--- src/rtl/qwac_pkg.sv ---
// Shared QWAC host-link definitions: frame header, transmit FSM states and the
// default UART bit period (100 MHz / 115200 baud).
package qwac_pkg;

    localparam logic [7:0] QWAC_TX_HDR = 8'hA5;
    localparam int QWAC_TX_CLKS_PER_BIT = 868;

    typedef enum logic [2:0] {
        IDLE,
        LOAD,
        SEND,
        WAIT,
        DONE
    } qwac_tx_state_t;

endpackage

--- src/rtl/uart_tx_byte.sv ---
// 8N1 UART byte transmitter: accepts a byte on a one-cycle valid while idle and
// pulses ready during the final clock of the stop bit.
module uart_tx_byte #(
    parameter int CLKS_PER_BIT = 868
) (
    input  logic       clock,
    input  logic       reset,
    input  logic       valid,
    input  logic [7:0] data,
    output logic       tx,
    output logic       ready
);

    localparam int CW = (CLKS_PER_BIT > 2) ? $clog2(CLKS_PER_BIT) : 1;
    localparam logic [CW-1:0] CLK_LAST = CW'(CLKS_PER_BIT - 1);

    logic          active;
    logic [CW-1:0] clk_cnt;
    logic [3:0]    bit_cnt;
    logic [8:0]    shreg;

    // Bit 0 is the start bit, 1..8 data, 9 the stop bit; shreg holds {stop, data}.
    always_ff @(posedge clock or negedge reset) begin
        if (!reset) begin
            active  <= 1'b0;
            clk_cnt <= '0;
            bit_cnt <= '0;
            shreg   <= '1;
            tx      <= 1'b1;
        end else if (!active) begin
            if (valid) begin
                active  <= 1'b1;
                clk_cnt <= '0;
                bit_cnt <= '0;
                shreg   <= {1'b1, data};
                tx      <= 1'b0;
            end
        end else if (clk_cnt == CLK_LAST) begin
            clk_cnt <= '0;
            if (bit_cnt == 4'd9) begin
                active <= 1'b0;
                tx     <= 1'b1;
            end else begin
                bit_cnt <= bit_cnt + 4'd1;
                tx      <= shreg[0];
                shreg   <= {1'b1, shreg[8:1]};
            end
        end else begin
            clk_cnt <= clk_cnt + CW'(1);
        end
    end

    assign ready = active && (clk_cnt == CLK_LAST) && (bit_cnt == 4'd9);

endmodule

--- src/rtl/qwac_result_tx.sv ---
// Snapshots the matVec result array on start and streams it to the host as
// header, MSB-first element bytes and (with QWAC_TX_CHECKSUM_EN) a checksum byte.
module qwac_result_tx
    import qwac_pkg::*;
#(
    parameter int BITS         = 16,
    parameter int MAT_R        = 8,
    parameter int TE           = 2,
    parameter int CLKS_PER_BIT = QWAC_TX_CLKS_PER_BIT
) (
    input  logic                      clock,
    input  logic                      reset,
    input  logic                      start,
    input  logic [TE*MAT_R*BITS-1:0]  out_vecs,
    output logic                      busy,
    output logic                      done,
    output logic                      tx
);

    localparam int BPE     = BITS / 8;
    localparam int PAYLOAD = TE * MAT_R * BPE;
`ifdef QWAC_TX_CHECKSUM_EN
    localparam int TOTAL   = PAYLOAD + 2;
`else
    localparam int TOTAL   = PAYLOAD + 1;
`endif
    localparam int IW      = $clog2(TOTAL + 1);
    localparam int VW      = TE * MAT_R * BITS;
    localparam logic [IW-1:0] LAST_IDX = IW'(TOTAL - 1);
    localparam logic [IW-1:0] PAY_IDX  = IW'(PAYLOAD);

    qwac_tx_state_t state, state_next;
    logic [VW-1:0]  snap;
    logic [IW-1:0]  idx;
    logic [7:0]     cur_byte;
    logic           byte_valid;
    logic           byte_ready;
    logic [VW-1:0]  shifted;
    int             k;
    int             pos;
`ifdef QWAC_TX_CHECKSUM_EN
    logic [7:0]     csum;
`endif

    always_ff @(posedge clock or negedge reset) begin
        if (!reset) begin
            state <= IDLE;
            snap  <= '0;
            idx   <= '0;
`ifdef QWAC_TX_CHECKSUM_EN
            csum  <= '0;
`endif
        end else begin
            state <= state_next;
            if (state == LOAD) begin
                snap <= out_vecs;
                idx  <= '0;
`ifdef QWAC_TX_CHECKSUM_EN
                csum <= '0;
`endif
            end else if (state == WAIT && byte_ready) begin
                idx <= idx + IW'(1);
`ifdef QWAC_TX_CHECKSUM_EN
                if (idx != '0 && idx <= PAY_IDX)
                    csum <= csum + cur_byte;
`endif
            end
        end
    end

    // Byte k of the payload is byte (k % BPE) of element (k / BPE), counted from the MSB.
    always_comb begin
        cur_byte = QWAC_TX_HDR;
        k        = 0;
        pos      = 0;
        shifted  = snap;
        if (idx == '0) begin
            cur_byte = QWAC_TX_HDR;
        end else if (idx <= PAY_IDX) begin
            k        = int'(idx) - 1;
            pos      = (k / BPE) * BITS + BITS - 8 - 8 * (k % BPE);
            shifted  = snap >> pos;
            cur_byte = shifted[7:0];
        end
`ifdef QWAC_TX_CHECKSUM_EN
        else begin
            cur_byte = csum;
        end
`endif
    end

    always_comb begin
        state_next = state;
        byte_valid = 1'b0;
        case (state)
            IDLE: if (start) state_next = LOAD;
            LOAD: state_next = SEND;
            SEND: begin
                byte_valid = 1'b1;
                state_next = WAIT;
            end
            WAIT: if (byte_ready) state_next = (idx == LAST_IDX) ? DONE : SEND;
            DONE: state_next = IDLE;
            default: state_next = IDLE;
        endcase
    end

    assign busy = (state == LOAD) || (state == SEND) || (state == WAIT);
    assign done = (state == DONE);

    uart_tx_byte #(
        .CLKS_PER_BIT(CLKS_PER_BIT)
    ) u_byte (
        .clock(clock),
        .reset(reset),
        .valid(byte_valid),
        .data (cur_byte),
        .tx   (tx),
        .ready(byte_ready)
    );

endmodule

--- config.mk ---
export PLATFORM = sky130hd
export DESIGN_NAME = qwac_result_tx
export DESIGN_NICKNAME = d
export VERILOG_FILES = /design/src/rtl/qwac_pkg.sv /design/src/rtl/uart_tx_byte.sv /design/src/rtl/qwac_result_tx.sv
export SDC_FILE = /design/constraint.sdc
export NUM_CORES = 1
export LEC_CHECK = 0
export BUFFER_PORTS_ARGS = -buffer_cell sky130_fd_sc_hd__clkbuf_2
export CELL_PAD_IN_SITES_DETAIL_PLACEMENT = 1
export CELL_PAD_IN_SITES_GLOBAL_PLACEMENT = 2
export CORE_MARGIN = 5
export CORE_UTILIZATION = 34
export DETAILED_ROUTE_END_ITERATION = 10
export PLACE_DENSITY_LB_ADDON = 0.1
export SYNTH_ARGS = -nofsm -noshare
export SYNTH_HDL_FRONTEND = slang
export SYNTH_SLANG_ARGS = --single-unit
--- constraint.sdc ---
create_clock -name clock -period 7.35 [get_ports clock]
set_input_delay 1.8375 -clock clock [delete_from_list [all_inputs] [get_ports clock]]
set_output_delay 1.8375 -clock clock [all_outputs]
set_load 0.05 [all_outputs]
# Yosys cells after proc, flatten, opt, wreduce, memory -nomap -nowiden
# Cells that the tools add are included.
# op_classes
shift	1
eq_ne	11
bitwise	1
reduce_logical	12
order_cmp	1
n_mux	28
n_addsub	8
# ops
cell	count
256-bit by 32-bit >> shifter with 8-bit output	1
9-bit two-way mux	4
32-bit by 6-bit adder with 32-bit output, second input constant	1
32-bit by 5-bit subtractor with 32-bit output	1
32-bit by 5-bit subtractor with 32-bit output, second input constant	1
10-bit two-way mux	3
28-bit by 1-bit adder with 28-bit output	1
4-bit two-way mux	4
8-bit two-way mux	2
6-bit two-way mux	2
3-bit one-hot mux with 4 select lines	1
10-bit by 1-bit adder with 10-bit output, second input constant	1
10-bit equality test, second input constant	1
1-bit two-way mux	9
3-bit two-way mux	3
2-bit inequality test, second input constant	4
6-bit by 1-bit subtractor with 7-bit output, second input constant	1
6-bit by 1-bit adder with 6-bit output, second input constant	1
3-bit by 2-bit equality test with 1-bit output, second input constant	2
6-bit equality test, second input constant	1
6-bit <= comparator, second input constant	1
6-bit zero test	1
4-bit by 1-bit adder with 4-bit output, second input constant	1
4-bit equality test, second input constant	1
9 further kinds	14
# totals
in_bits	259
out_inout_bits	3
elab_cells	70
regBits	290

# Depth between registers and ports, before layout
# Gate-level depths: netlist of run 1.
# depth
ltp_word	11
depth_mapped	25
depth_no_buf	22

# Cells and area by module
# From an unflattened synthesis of run 1, not the netlist that was laid out.
# hier_totals
hier_cells	1226
area_unflattened_um2	15564.9
# modules_own_cells
module	cells_per_inst	area_each_um2	instances	seq_area_each_um2
qwac_result_tx	1105	14196.1	1	6631.4
uart_tx_byte	121	1368.8	1	611.8

# Worst setup path before layout of run 1
# No wires, ideal clock.
# synth_timing
kind	flip-flop to flip-flop
from	register idx[0]
to	register u_byte.shreg[0]
t_arrival_ns	5.408
stages_incl_launch_ff	25
period_less_slack_ns	5.486
slack_ns	1.864
setup_time_ns	0.077
n_path_buf	5
required_time_ns	7.273
cell_sequence	dfrtp_1 buf_2 buf_2 buf_1 clkbuf_1 nor3_1 nand2b_1 o21ai_0 a21oi_1 nor2b_1 nand3_1 ha_1 inv_1 ha_1 buf_1 and4_1 o211ai_1 o211ai_1 a211oi_1 o21bai_1 xnor2_1 a2111oi_2 nand4_2 or3_1 a31oi_1
# synth_between
elab_chain_len	11
elab_cells_between_ends	13
classes_between	add/sub (5); order compare (1); shift (1); mux (4); bitwise (1); reduce/logical (1)
# synth_lines
item	line_no	rtl
start, declared	qwac_result_tx.sv:34	logic [IW-1:0] idx;
start signal, assigned	qwac_result_tx.sv:62	idx <= idx + IW'(1);
6-bit by 1-bit subtractor with 7-bit output	qwac_result_tx.sv:80	k = int'(idx) - 1;
1-bit bitwise AND (no line)	n/a	
28-bit by 1-bit adder with 28-bit output (no line)	n/a	
32-bit by 6-bit adder with 32-bit output	qwac_result_tx.sv:81	pos = (k / BPE) * BITS + BITS - 8 - 8 * (k % BPE);
32-bit by 5-bit subtractor with 32-bit output (2 in series)	qwac_result_tx.sv:81	
256-bit by 32-bit >> shifter with 8-bit output	qwac_result_tx.sv:82	shifted = snap >> pos;
8-bit two-way mux	qwac_result_tx.sv:79	end else if (idx <= PAY_IDX) begin
8-bit two-way mux *	qwac_result_tx.sv:77	if (idx == '0) begin
9-bit two-way mux *	uart_tx_byte.sv:31	if (valid) begin
9-bit two-way mux *	uart_tx_byte.sv:30	end else if (!active) begin
end signal, assigned	uart_tx_byte.sv:35	shreg <= {1'b1, data};
end signal, assigned	uart_tx_byte.sv:46	shreg <= {1'b1, shreg[8:1]};
end, declared	uart_tx_byte.sv:20	logic [8:0] shreg;
# Mark *: on every way between the ends. The rest lies on a longest branch, timed or not. The select of a mux whose other input is x is not followed.
# A chain may end at the register's enable or synchronous reset.

# Worst setup path after layout of run 1
# Ends and elaborated chain as after synthesis.

==> Implementation_results.wiki, run 1 <==
{| class="wikitable"
! Metric !! Value
|-
| Status || finished, final reports clean
|-
| Number of setup buffers added after CTS || 0
|-
| Iteration count of the initial detailed-routing pass || 5
|-
| TritonCTS clock tree || done
|-
| Number of unique standard cell types used by synthesis || 79
|-
| Routed len/inst || 20.7 um
|-
| Highest-count cells in the layout ignoring fill and taps || 817 x sky130_fd_sc_hd__nand2_1, 279 x sky130_fd_sc_hd__dfrtp_1, 260 x sky130_fd_sc_hd__clkbuf_2
|-
| P&R area growth vs syn || 21.1%
|-
| Cells along the critical path || clkinv_1 -> ha_1 -> or4b_1 -> nor2_2 -> inv_2 -> nor2_1 -> ha_1 -> nor2b_1 -> xnor2_1 -> ha_1 -> and3_1 -> a221oi_1 -> o21ai_0 -> buf_4 -> a31oi_1 -> and4_1 -> o22ai_1 -> nor4_2 -> nand4_2 -> or3_1 -> a31oi_1
|-
| Largest vdd supply drop || 142 uV
|-
| Number of H-tree levels || 2
|-
| Via count || 12900
|-
| Maximum fanout along the worst path || 20
|-
| CP top delay family || simple AND/OR/NAND/NOR gates
|-
| Count of endpoints failing hold in the final timing report || 0
|-
| Max Fclk || 146 MHz
|-
| Weighted congestion reported at the end of routability-driven placement || 0.861
|-
| Post-Route Hold Slack || 0.463 ns
|-
| Top Ports || 262
|-
| Fill count || 5156
|-
| Number of clock sinks || 289
|-
| Mean area per synthesized cell || 8.87 sq um
|-
| GR Overflow Total || 0
|-
| Met1 global-route usage || 0.306
|-
| Sum of net half-perimeters after detailed placement || 38.0 mm
|-
| Post-CTS Resized || 0
|-
| Async set or reset register ratio after synthesis || 1.00
|-
| Number of antenna violations at the first check in global routing || 0
|-
| Count of routing violations after the opening detailed-route iteration || 805
|-
| Cell with the most instances on the worst path || sky130_fd_sc_hd__ha_1
|-
| Fin Clk Skew || 0.0163 ns
|-
| Fraction of layout cells with a size suffix above 1 || 0.228
|-
| Yosys warnings || 0
|-
| Required time of the worst setup path || 7.81 ns
|-
| Cell total after placement || 2468
|-
| Syn Inst Count || 1688
|-
| Detail-routed via count per cell || 5.11
|-
| I/O Buffers || 261
|-
| Routing layer with the top usage in global route || met2
|-
| Period minus WS final || 6.84 ns
|-
| Highest cell delay on the worst timing path || 0.65 ns
|-
| Critical path startpoint category || flop
|-
| Buf/Inv on CP || 3
|-
| Height of the die || 220 um
|-
| Via count of the first global-routing pass || 13900
|-
| Clock Latency Late Sink || 0.54 ns
|-
| Total inserted antenna cells || 0
|-
| Max-slew headroom || 0.358
|-
| Worst hold-check path type || reg -> reg
|-
| Classification of the worst setup path || reg -> reg
|-
| Initial cell density of the core || 0.345
|-
| Total detailed-routing wirelength || 52.5 mm
|-
| Slew Limit Fails || 0
|-
| Non-filler cells, final || 2531
|-
| Max Cap Violations || 0
|-
| Number of nets in the layout || 2201
|-
| Floorplan die area || 48300 sq um
|-
| Post-synth EDFFs || 0
|-
| Sort of element at the end of the critical path || flop
|-
| Site Rows || 76
|-
| Part of the cycle the worst path needs || 0.930
|-
| GRT Overall Usage || 0.217
|-
| Worst path slowest cell || sky130_fd_sc_hd__dfrtp_4
|-
| Cell leakage power || 0.00904 uW
|-
| Data arrival time at the worst-slack endpoint || 7.30 ns
|-
| Floorplan core area || 43400 sq um
|-
| Synthesized flop and latch total || 289
|-
| Syn nets || 1969
|-
| Most common cell after layout, fill and taps aside || sky130_fd_sc_hd__nand2_1
|-
| RSZ-0062 raised after global routing || false
|-
| First-pass GRT wire length || 81.4 mm
|-
| Power per unit of standard cell area || 235 nW/um^2
|-
| Slew at the pin closest to its max-slew limit || 0.963 ns
|-
| Largest net degree at the start of global routing || 178
|-
| Detailed-route DRC error count || 0
|-
| Antenna-violating nets left || 0
|-
| Die X || 220 um
|-
| Most used flip-flop cell after synthesis || sky130_fd_sc_hd__dfrtp_1
|-
| Met3 routing resource usage after global routing || 0.0326
|-
| Post-CTS Hold Buffers || 0
|-
| Summed negative setup slack over all endpoints || 0 ns
|-
| Maximum root-to-sink buffer count || 3
|-
| Part of the Yosys area used for sequential elements || 0.484
|-
| Number of endpoints failing setup at the final stage || 0
|-
| Number of clock buffers inserted by TritonCTS || 35
|-
| Root Buffer Master || sky130_fd_sc_hd__clkbuf_16
|-
| Clock transition at path regs || 0.06 ns
|-
| Post-layout power || 4260 uW
|-
| Post-synthesis cell area || 15000 sq um
|-
| M2 GR Usage || 0.347
|}
==> per-layer routing <==
| layer | part of all wire | wire [um] | vias to the layer above |
|---|---|---|---|
| li1 | - | - | 6131 |
| met1 | 0.46 | 24400 | 6452 |
| met2 | 0.46 | 24400 | 265 |
| met3 | 0.040 | 2100 | 82 |
| met4 | 0.031 | 1610 | 0 |
| met5 | 0 | 0 | - |
==> cell type report <==
type	count	area, sq um	share of cell area
multi-input cells	1284	7300	0.402
flip-flops and latches	289	7250	0.400
repair buffers	290	1580	0.0874
clock buffers	49	1010	0.0558
well taps	585	732	0.0404
clock inverters	14	185	0.0102
inverters	20	75.1	0.00414
==> synth_stat cells, drive strengths merged, types with 7 or more instances <==
cell type	number	area, sq um
a21boi	7	56.3
buf	21	101
clkbuf	74	278
a21o	9	67.6
mux4	64	1440
o22ai	36	239
dfstp	9	236
nand3	32	160
xnor2	15	131
a21oi	22	110
a31oi	12	81.3
o21ai	40	204
nand4	11	81.3
mux2i	7	70.1
inv	18	67.6
nand2	817	3070
xor2	13	114
dfrtp	280	7010
nor4	10	68.8
o211ai	9	67.6
nor3	19	105
ha	22	275
nor2	44	168
==> cells by family after synthesis <==
| logic type | count (synthesis) | synth area share |
|---|---|---|
| XOR/XNOR | 28 | 0.0164 |
| AND/OR/NAND/NOR | 986 | 0.269 |
| buffers and inverters | 115 | 0.0303 |
| adder cells (fa/ha/maj) | 22 | 0.0184 |
| flip-flops | 289 | 0.484 |
| multiplexers | 71 | 0.101 |
| AO/OA/AOI/OAI | 177 | 0.0807 |
==> registers in the layout, summed over array words and instances (netlist names) <==
signal and cells:
u_byte.shreg 8, idx 6, u_byte.active 1, u_byte.tx 1, u_byte.bit_cnt 4, state 3, u_byte.clk_cnt 10, snap 256
==> worst paths after layout <==
check | start | endpoint | slack, ns | cells after the start
max | idx[0]$_DFFE_PN0P_ | u_byte.shreg[0]$_DFFE_PN1P_ | 0.51 | 21
min | state[2]$_DFFE_PN0P_ | state[0]$_DFFE_PN0P_ | 0.46 | 1
max reg2reg | idx[0]$_DFFE_PN0P_ | u_byte.shreg[0]$_DFFE_PN1P_ | 0.51 | 21
min reg2reg | state[2]$_DFFE_PN0P_ | state[0]$_DFFE_PN0P_ | 0.46 | 1
max in group asynchronous | reset | snap[20]$_DFFE_PN0N_ | 4.78 | 2
min in group asynchronous | reset | snap[217]$_DFFE_PN0N_ | 1.25 | 1
==> power breakdown <==
group	internal, uW	total, uW	leakage [uW]	switching, uW
logic	228	473	0.00502	245
registers	1820	1970	0.00342	143
clock network	1110	1820	0.000596	715
==> through the flow <==
step / setup WS, ns / utilization / instance area [sq um]
detailed placement: 0.533 / 0.391 / 16900
finish: 0.514 / 0.418 / 18100
global placement: 0.768 / 0.391 / 16900
floorplan: 1.86 / - / 15000
CTS: 0.488 / 0.418 / 18100
global route: 0.104 / 0.418 / 18100
(Power assumes the default switching activity.)
==> run 2: changes to the inputs <==
CORE_UTILIZATION = 35   (was 34)
SYNTH_HIERARCHICAL = 1   (was default)
==> Implementation_results.wiki, run 2 <==
{| class="wikitable"
! Metric !! Value
|-
| Status || finished, final reports clean
|-
| Power per unit of standard cell area || 220 nW/um^2
|-
| Required time of the worst setup path || 7.86 ns
|-
| GRT Overall Usage || 0.194
|-
| Summed negative setup slack over all endpoints || 0 ns
|-
| Number of H-tree levels || 2
|-
| Critical path startpoint category || flop
|-
| Maximum root-to-sink buffer count || 3
|-
| CP endpoint || u_byte/shreg[0]$_DFFE_PN1P_
|-
| Syn Inst Count || 1226
|-
| Initial cell density of the core || 0.353
|-
| Switching power summed over all nets || 1020 uW
|-
| R2r startpoint || idx[0]$_DFFE_PN0P_
|-
| Period minus WS final || 6.32 ns
|-
| Routed len/inst || 22.9 um
|-
| Antenna-violating nets left || 0
|-
| Fill count || 4795
|-
| Slew at the pin closest to its max-slew limit || 1.09 ns
|-
| Clock power frac || 0.431
|-
| Highest cell delay on the worst timing path || 0.58 ns
|-
| Placed instance area || 17500 sq um
|-
| Fraction of layout cells with a size suffix above 1 || 0.485
|-
| Internal portion of total power || 3100 uW
|-
| Number of clock buffers inserted by TritonCTS || 36
|-
| Part of the cycle the worst path needs || 0.860
|-
| Detailed-route DRC error count || 0
|-
| Fin Clk Skew || 0.0212 ns
|-
| Flop2flop setup slack || 1.03 ns
|-
| Max Cap Violations || 0
|-
| Classification of the worst setup path || reg -> reg
|-
| Cells along the critical path || inv_1 -> ha_1 -> or3b_4 -> nor2_2 -> inv_2 -> nor2_1 -> ha_1 -> inv_1 -> nor2_1 -> nand2_1 -> ha_1 -> inv_1 -> ha_1 -> and3_1 -> a32o_1 -> a21oi_1 -> nand2_1 -> a311oi_1 -> nand4_1 -> nor4b_2 -> nand4_2 -> o41ai_1 -> mux2_2 -> mux2_2
|-
| Total detailed-routing wirelength || 47.8 mm
|-
| Root Buffer Master || sky130_fd_sc_hd__clkbuf_16
|-
| Sum of net half-perimeters after detailed placement || 34.8 mm
|-
| Minimum setup slack in the final design || 1.03 ns
|-
| Largest net degree at the start of global routing || 186
|-
| Synthesized flop and latch total || 289
|-
| I/O Buffers || 261
|-
| Site Rows || 77
|-
| Number of clock sinks || 289
|-
| Part of the Yosys area used for sequential elements || 0.465
|-
| Worst path slowest cell || sky130_fd_sc_hd__dfrtp_4
|-
| Maximum fanout along the worst path || 18
|-
| Detail-routed via count per cell || 5.38
|-
| Count of routing violations after the opening detailed-route iteration || 725
|-
| Async set or reset register ratio after synthesis || 1.00
|-
| Post-synthesis cell area || 15600 sq um
|-
| Cell accounting for the most synthesized area || sky130_fd_sc_hd__dfrtp_1
|-
| Max Fclk || 158 MHz
|-
| Max FFs per register || 256
|-
| Post-CTS Hold Buffers || 0
|-
| Relative contribution of combinational cells to total power || 0.106
|-
| Top Ports || 262
|-
| Count of endpoints failing hold in the final timing report || 0
|-
| Yosys warnings || 6
|-
| Via count || 11200
|-
| Data arrival time at the worst-slack endpoint || 6.83 ns
|-
| Largest registers || snap: 256 flops, u_byte/clk_cnt: 10 flops, u_byte/shreg: 8 flops
|-
| Slew Limit Fails || 0
|-
| Layout Cell Area excl Fill || 18700 sq um
|-
| Largest vdd supply drop || 174 uV
|-
| Height of the die || 221 um
|-
| Largest reg by FF count || snap
|-
| TritonCTS clock tree || done
|-
| End of the worst register-to-register path || u_byte/shreg[0]$_DFFE_PN1P_
|-
| Floorplan die area || 48800 sq um
|-
| Leading post-synthesis cells by instance count || 280 x sky130_fd_sc_hd__dfrtp_1, 266 x sky130_fd_sc_hd__mux2_2, 78 x sky130_fd_sc_hd__nand2_1
|-
| Sequential Power Share || 0.463
|-
| Floorplan core area || 44100 sq um
|-
| Max-slew headroom || 0.276
|-
| Worst hold-check path type || reg -> reg
|-
| Critical path startpoint || idx[0]$_DFFE_PN0P_
|-
| P&R area growth vs syn || 20.0%
|-
| Most used flip-flop cell after synthesis || sky130_fd_sc_hd__dfrtp_1
|-
| Number of unique standard cell types used by synthesis || 90
|-
| Clock transition at path regs || 0.06 ns
|-
| Clock Latency Late Sink || 0.56 ns
|-
| Cell leakage power || 0.00822 uW
|-
| Cell with the most instances on the worst path || sky130_fd_sc_hd__ha_1
|-
| Switching part of the total || 0.247
|-
| Area fraction of the dominant cell type after synthesis || 0.450
|-
| Count leader, synth || sky130_fd_sc_hd__dfrtp_1
|-
| GR Overflow Total || 0
|-
| Top area cells in the synthesized netlist || sky130_fd_sc_hd__dfrtp_1 45%, sky130_fd_sc_hd__mux2_2 19%, sky130_fd_sc_hd__mux4_2 9.3%
|-
| Number of antenna violations at the first check in global routing || 19
|-
| Number of nets in the layout || 1745
|-
| Via count of the first global-routing pass || 12400
|-
| Die X || 221 um
|-
| Weighted congestion reported at the end of routability-driven placement || 0.898
|-
| Syn nets || 1507
|-
| Most common cell after layout, fill and taps aside || sky130_fd_sc_hd__dfrtp_1
|-
| Reg2reg path depth || 24
|-
| Post-CTS Resized || 0
|-
| Pre-CTS setup slack || 1.14 ns
|-
| Mean area per synthesized cell || 12.7 sq um
|-
| Post-synth EDFFs || 0
|-
| Iteration count of the initial detailed-routing pass || 5
|-
| First-pass GRT wire length || 74.9 mm
|-
| RSZ-0062 raised after global routing || false
|-
| Number of setup buffers added after CTS || 0
|-
| Sort of element at the end of the critical path || flop
|-
| Number of endpoints failing setup at the final stage || 0
|-
| Highest-count cells in the layout ignoring fill and taps || 279 x sky130_fd_sc_hd__dfrtp_1, 266 x sky130_fd_sc_hd__mux2_2, 260 x sky130_fd_sc_hd__clkbuf_2
|}
-- run 2: cell count changes after synthesis, moves of 12 or more --
cell / delta
sky130_fd_sc_hd__nand2_1: -739
sky130_fd_sc_hd__mux2_2: +266
sky130_fd_sc_hd__o22ai_1: -27
sky130_fd_sc_hd__clkbuf_1: -21
sky130_fd_sc_hd__mux2i_1: +16
sky130_fd_sc_hd__nand3_1: +12
sky130_fd_sc_hd__nor3_1: -12
-- run 2: worst min path at each step --
stage                     cells after the start  slack (ns)             startpoint                    end
after CTS                                     2        0.49  u_byte/tx$_DFFE_PN1P_  u_byte/tx$_DFFE_PN1P_
final                                         2        0.49  u_byte/tx$_DFFE_PN1P_  u_byte/tx$_DFFE_PN1P_
after global routing                          1        0.51  snap[255]$_DFFE_PN0P_  snap[255]$_DFFE_PN0P_
after floorplan                               1        0.47   state[2]$_DFFE_PN0P_   state[0]$_DFFE_PN0P_
after global placement                        1        0.48  snap[183]$_DFFE_PN0P_  snap[183]$_DFFE_PN0P_
after detailed placement                      2        0.48  u_byte/tx$_DFFE_PN1P_  u_byte/tx$_DFFE_PN1P_
-- run 2: metal layers --
layer	part of all wire	vias up	GRT usage
met5	0.0042	-	0
met1	0.42	5792	0.248
met2	0.48	239	0.319
met3	0.065	93	0.0614
li1	-	5078	-
met4	0.024	30	0.0578
-- run 2: kinds of logic (layout without fill, tap and decap cells) --
family          after synthesis  in the layout  share of synthesized area
buf+inv                     102            367                     0.0305
xor+xnor                     28             28                     0.0158
compound gates              157            157                     0.0713
other cells                   0              4                          0
simple gates                268            268                     0.0931
flops                       289            289                      0.465
mux                         360            360                      0.306
fa+ha+maj                    22             22                     0.0177
-- run 2: per-stage QoR --
stage                     cells   util  hold WS [ns]  power (uW)
after CTS                  2083  0.423         0.491        4200
after global placement     2018  0.396         0.484        2360
after global routing       2085  0.423         0.512        4330
after detailed placement   2018  0.396         0.482        2380
after floorplan            1226      -         0.471        2170
final                      2087  0.423         0.486        4110
-- run 2: area by class of cell --
| cell class | count | area (sq um) | area share |
|---|---|---|---|
| Timing Repair Buffer | 283 | 1520 | 0.0813 |
| Antenna cell | 4 | 10.0 | 0.000536 |
| Inverter | 19 | 76.3 | 0.00409 |
| Clock inverter | 13 | 159 | 0.00851 |
| Tap cell | 592 | 741 | 0.0397 |
| Sequential cell | 289 | 7250 | 0.388 |
| Clock buffer | 52 | 1040 | 0.0557 |
| Multi-Input combinational cell | 835 | 7880 | 0.422 |
-- run 2: critical path: cells and delay by family (launching register included) --
family / cells / cell delay (ns)
adders and majority gates: 4 / 1.35
DFF: 1 / 0.58
muxes: 2 / 0.36
and+or+nand+nor: 10 / 2.28
AOI/OAI and AO/OA: 4 / 1.26
buffers and inverters: 4 / 0.43
-- run 2: power by group through the flow --
stage | combinational (uW) | sequential [uW] | clock (uW)
CTS | 448 | 1910 | 1840
detailed placement | 447 | 1930 | 0
floorplan | 284 | 1880 | 0
global route | 486 | 1930 | 1910
global placement | 436 | 1930 | 0
finish | 436 | 1900 | 1770
==> run 3: changes to the inputs <==
ABC_AREA = 1   (was default)
CORE_UTILIZATION = 32   (was 35)
==> Implementation_results.wiki, run 3 <==
{| class="wikitable"
! Metric !! Value
|-
| Non-filler cells, final || 3035
|-
| Post-CTS Resized || 0
|-
| First-pass GRT wire length || 91.6 mm
|-
| Detailed-route DRC error count || 0
|-
| Syn nets || 2434
|-
| Max Cap Violations || 0
|-
| Maximum root-to-sink buffer count || 3
|-
| P&R area growth vs syn || 18.8%
|-
| Cell total after placement || 2971
|-
| Synthesized flop and latch total || 289
|-
| RSZ-0062 raised after global routing || false
|-
| Critical path startpoint || idx[0]$_DFFE_PN0P_
|-
| Die X || 232 um
|-
| Via count || 15100
|-
| Site Rows || 81
|-
| Part of the Yosys area used for sequential elements || 0.459
|-
| Iteration count of the initial detailed-routing pass || 5
|-
| Part of the cycle the worst path needs || 0.757
|-
| Number of endpoints failing setup at the final stage || 0
|-
| Worst hold-check path type || reg -> reg
|-
| Yosys warnings || 6
|-
| R2r startpoint || idx[0]$_DFFE_PN0P_
|-
| Fill count || 6127
|-
| Number of clock buffers inserted by TritonCTS || 37
|-
| I/O Buffers || 261
|-
| Area fraction of the dominant cell type after synthesis || 0.444
|-
| Floorplan die area || 53800 sq um
|-
| Clock transition at path regs || 0.06 ns
|-
| Cell accounting for the most synthesized area || sky130_fd_sc_hd__dfrtp_1
|-
| Count leader, synth || sky130_fd_sc_hd__nand2_1
|-
| Post-Route Hold Slack || 0.462 ns
|-
| Async set or reset register ratio after synthesis || 1.00
|-
| Total detailed-routing wirelength || 58.9 mm
|-
| Post-CTS Hold Buffers || 0
|-
| Status || finished, final reports clean
|-
| Most common cell after layout, fill and taps aside || sky130_fd_sc_hd__nand2_1
|-
| TritonCTS clock tree || done
|-
| Number of clock sinks || 289
|-
| Cell leakage power || 0.00980 uW
|-
| Mean area per synthesized cell || 7.33 sq um
|-
| Initial cell density of the core || 0.323
|-
| Post-synthesis cell area || 15800 sq um
|-
| Post-synth EDFFs || 0
|-
| Routed len/inst || 19.4 um
|-
| Sum of net half-perimeters after detailed placement || 41.0 mm
|-
| Reg2reg path depth || 23
|-
| Period minus WS final || 5.57 ns
|-
| Top area cells in the synthesized netlist || sky130_fd_sc_hd__dfrtp_1 44%, sky130_fd_sc_hd__nand2_1 23%, sky130_fd_sc_hd__o21ai_0 4.5%
|-
| Largest registers || snap: 256 flops, u_byte/clk_cnt: 10 flops, u_byte/shreg: 8 flops
|-
| Worst hold path depth || 2
|-
| Via count of the first global-routing pass || 15800
|-
| Maximum fanout along the worst path || 62
|-
| Most used flip-flop cell after synthesis || sky130_fd_sc_hd__dfrtp_1
|-
| Slew Limit Fails || 0
|-
| Syn Inst Count || 2153
|-
| Antenna-violating nets left || 0
|-
| Power per unit of standard cell area || 197 nW/um^2
|-
| Largest vdd supply drop || 118 uV
|-
| Total inserted antenna cells || 0
|-
| Max-slew headroom || 0.336
|-
| Required time of the worst setup path || 7.83 ns
|-
| Slew at the pin closest to its max-slew limit || 0.996 ns
|-
| Multi-input gate area || 7700 sq um
|-
| Weighted congestion reported at the end of routability-driven placement || 0.864
|-
| Max FFs per register || 256
|-
| Detail-routed via count per cell || 4.97
|-
| Footprint of the flip-flops and latches || 7250 sq um
|-
| Floorplan core area || 48800 sq um
|-
| Largest net degree at the start of global routing || 182
|-
| Number of unique standard cell types used by synthesis || 41
|-
| Count of endpoints failing hold in the final timing report || 0
|-
| Sort of element at the end of the critical path || flop
|-
| Largest reg by FF count || snap
|-
| Critical path startpoint category || flop
|-
| Final core utilization || 0.384
|-
| Max Fclk || 180 MHz
|-
| Data arrival time at the worst-slack endpoint || 6.05 ns
|-
| Number of setup buffers added after CTS || 0
|-
| Summed negative setup slack over all endpoints || 0 ns
|-
| Count of routing violations after the opening detailed-route iteration || 908
|-
| GRT Overall Usage || 0.215
|-
| Fraction of layout cells with a size suffix above 1 || 0.182
|-
| Top Ports || 262
|-
| Highest-count cells in the layout ignoring fill and taps || 970 x sky130_fd_sc_hd__nand2_1, 279 x sky130_fd_sc_hd__dfrtp_1, 260 x sky130_fd_sc_hd__clkbuf_2
|-
| Root Buffer Master || sky130_fd_sc_hd__clkbuf_16
|-
| Clock Latency Late Sink || 0.56 ns
|-
| Worst Min Path Start || snap[222]$_DFFE_PN0P_
|-
| Fin Clk Skew || 0.0278 ns
|-
| Post-layout power || 3690 uW
|-
| Number of H-tree levels || 2
|-
| Classification of the worst setup path || reg -> reg
|-
| Number of antenna violations at the first check in global routing || 0
|-
| Height of the die || 232 um
|-
| Number of nets in the layout || 2627
|-
| Leading post-synthesis cells by instance count || 971 x sky130_fd_sc_hd__nand2_1, 280 x sky130_fd_sc_hd__dfrtp_1, 181 x sky130_fd_sc_hd__nor2_1
|-
| GR Overflow Total || 0
|}
-- run 3: cell types whose count changed after synthesis, sizes merged, moves of 69 or more --
cell	change
o21ai	+109
nand3	+75
inv	+69
nor2	+169
nand2	+922
mux2	-273
-- run 3: cell type report --
type | count | area share
well taps | 664 | 0.0443
clock buffers | 59 | 0.0598
multi-input cells | 1656 | 0.411
inverters | 87 | 0.0180
clock inverters | 5 | 0.00287
flip-flops and latches | 289 | 0.387
repair buffers | 275 | 0.0772
-- run 3: logic make-up after synthesis --
group	synth area share
fa+ha+maj	0.0175
simple gates	0.366
compound gates	0.0942
xor+xnor	0.0104
flops	0.459
buf+inv	0.0531
-- run 3: worst paths after layout --
path / endpoint / slack, ns
worst max-delay path: u_byte/shreg[5]$_DFFE_PN1P_ / 1.78
worst min-delay path: snap[222]$_DFFE_PN0P_ / 0.46
worst max register to register: u_byte/shreg[5]$_DFFE_PN1P_ / 1.78
worst min register to register: snap[222]$_DFFE_PN0P_ / 0.46
max in group asynchronous: snap[193]$_DFFE_PN0P_ / 4.66
min in group asynchronous: snap[123]$_DFFE_PN0P_ / 1.31
-- run 3: where the power goes --
part | total [uW] | internal (uW) | switching [uW]
combinational | 201 | 88.0 | 113
clock | 1790 | 1050 | 741
sequential | 1710 | 1660 | 41.0
total | 3690 | 2800 | 895
-- run 3: routing by layer --
layer,vias up,wire length (um),global-route usage
li1,7299,-,-
met1,7467,28000,0.308
met2,254,27600,0.351
met3,55,2270,0.0297
met4,0,972,0.0452
met5,-,0,0
-- run 3: worst max-delay path: stages (launching register included) --
cell	delay (ns)
sky130_fd_sc_hd__dfrtp_4	0.76
sky130_fd_sc_hd__inv_4	0.24
sky130_fd_sc_hd__ha_1	0.38
sky130_fd_sc_hd__nand4_4	0.41
sky130_fd_sc_hd__nor2_2	0.32
sky130_fd_sc_hd__ha_1	0.29
sky130_fd_sc_hd__xnor2_1	0.14
sky130_fd_sc_hd__inv_1	0.06
sky130_fd_sc_hd__ha_1	0.37
sky130_fd_sc_hd__inv_1	0.05
sky130_fd_sc_hd__o21ai_0	0.23
sky130_fd_sc_hd__inv_1	0.10
sky130_fd_sc_hd__nand3_1	0.13
sky130_fd_sc_hd__xor2_2	0.49
sky130_fd_sc_hd__inv_1	0.35
sky130_fd_sc_hd__nand3_1	0.26
sky130_fd_sc_hd__nand2_1	0.10
sky130_fd_sc_hd__a31oi_1	0.28
sky130_fd_sc_hd__nand3_1	0.12
sky130_fd_sc_hd__nand2_1	0.07
sky130_fd_sc_hd__nand2_1	0.05
sky130_fd_sc_hd__nand2_1	0.08
sky130_fd_sc_hd__nand4_1	0.12
sky130_fd_sc_hd__nand2_1	0.10
-- run 3: through the flow --
stage	setup WS, ns	cell area (sq um)
after floorplan	2.46	15800
after global placement	1.95	17600
after detailed placement	1.77	17600
after CTS	1.74	18700
after global routing	1.28	18700
final	1.78	18700
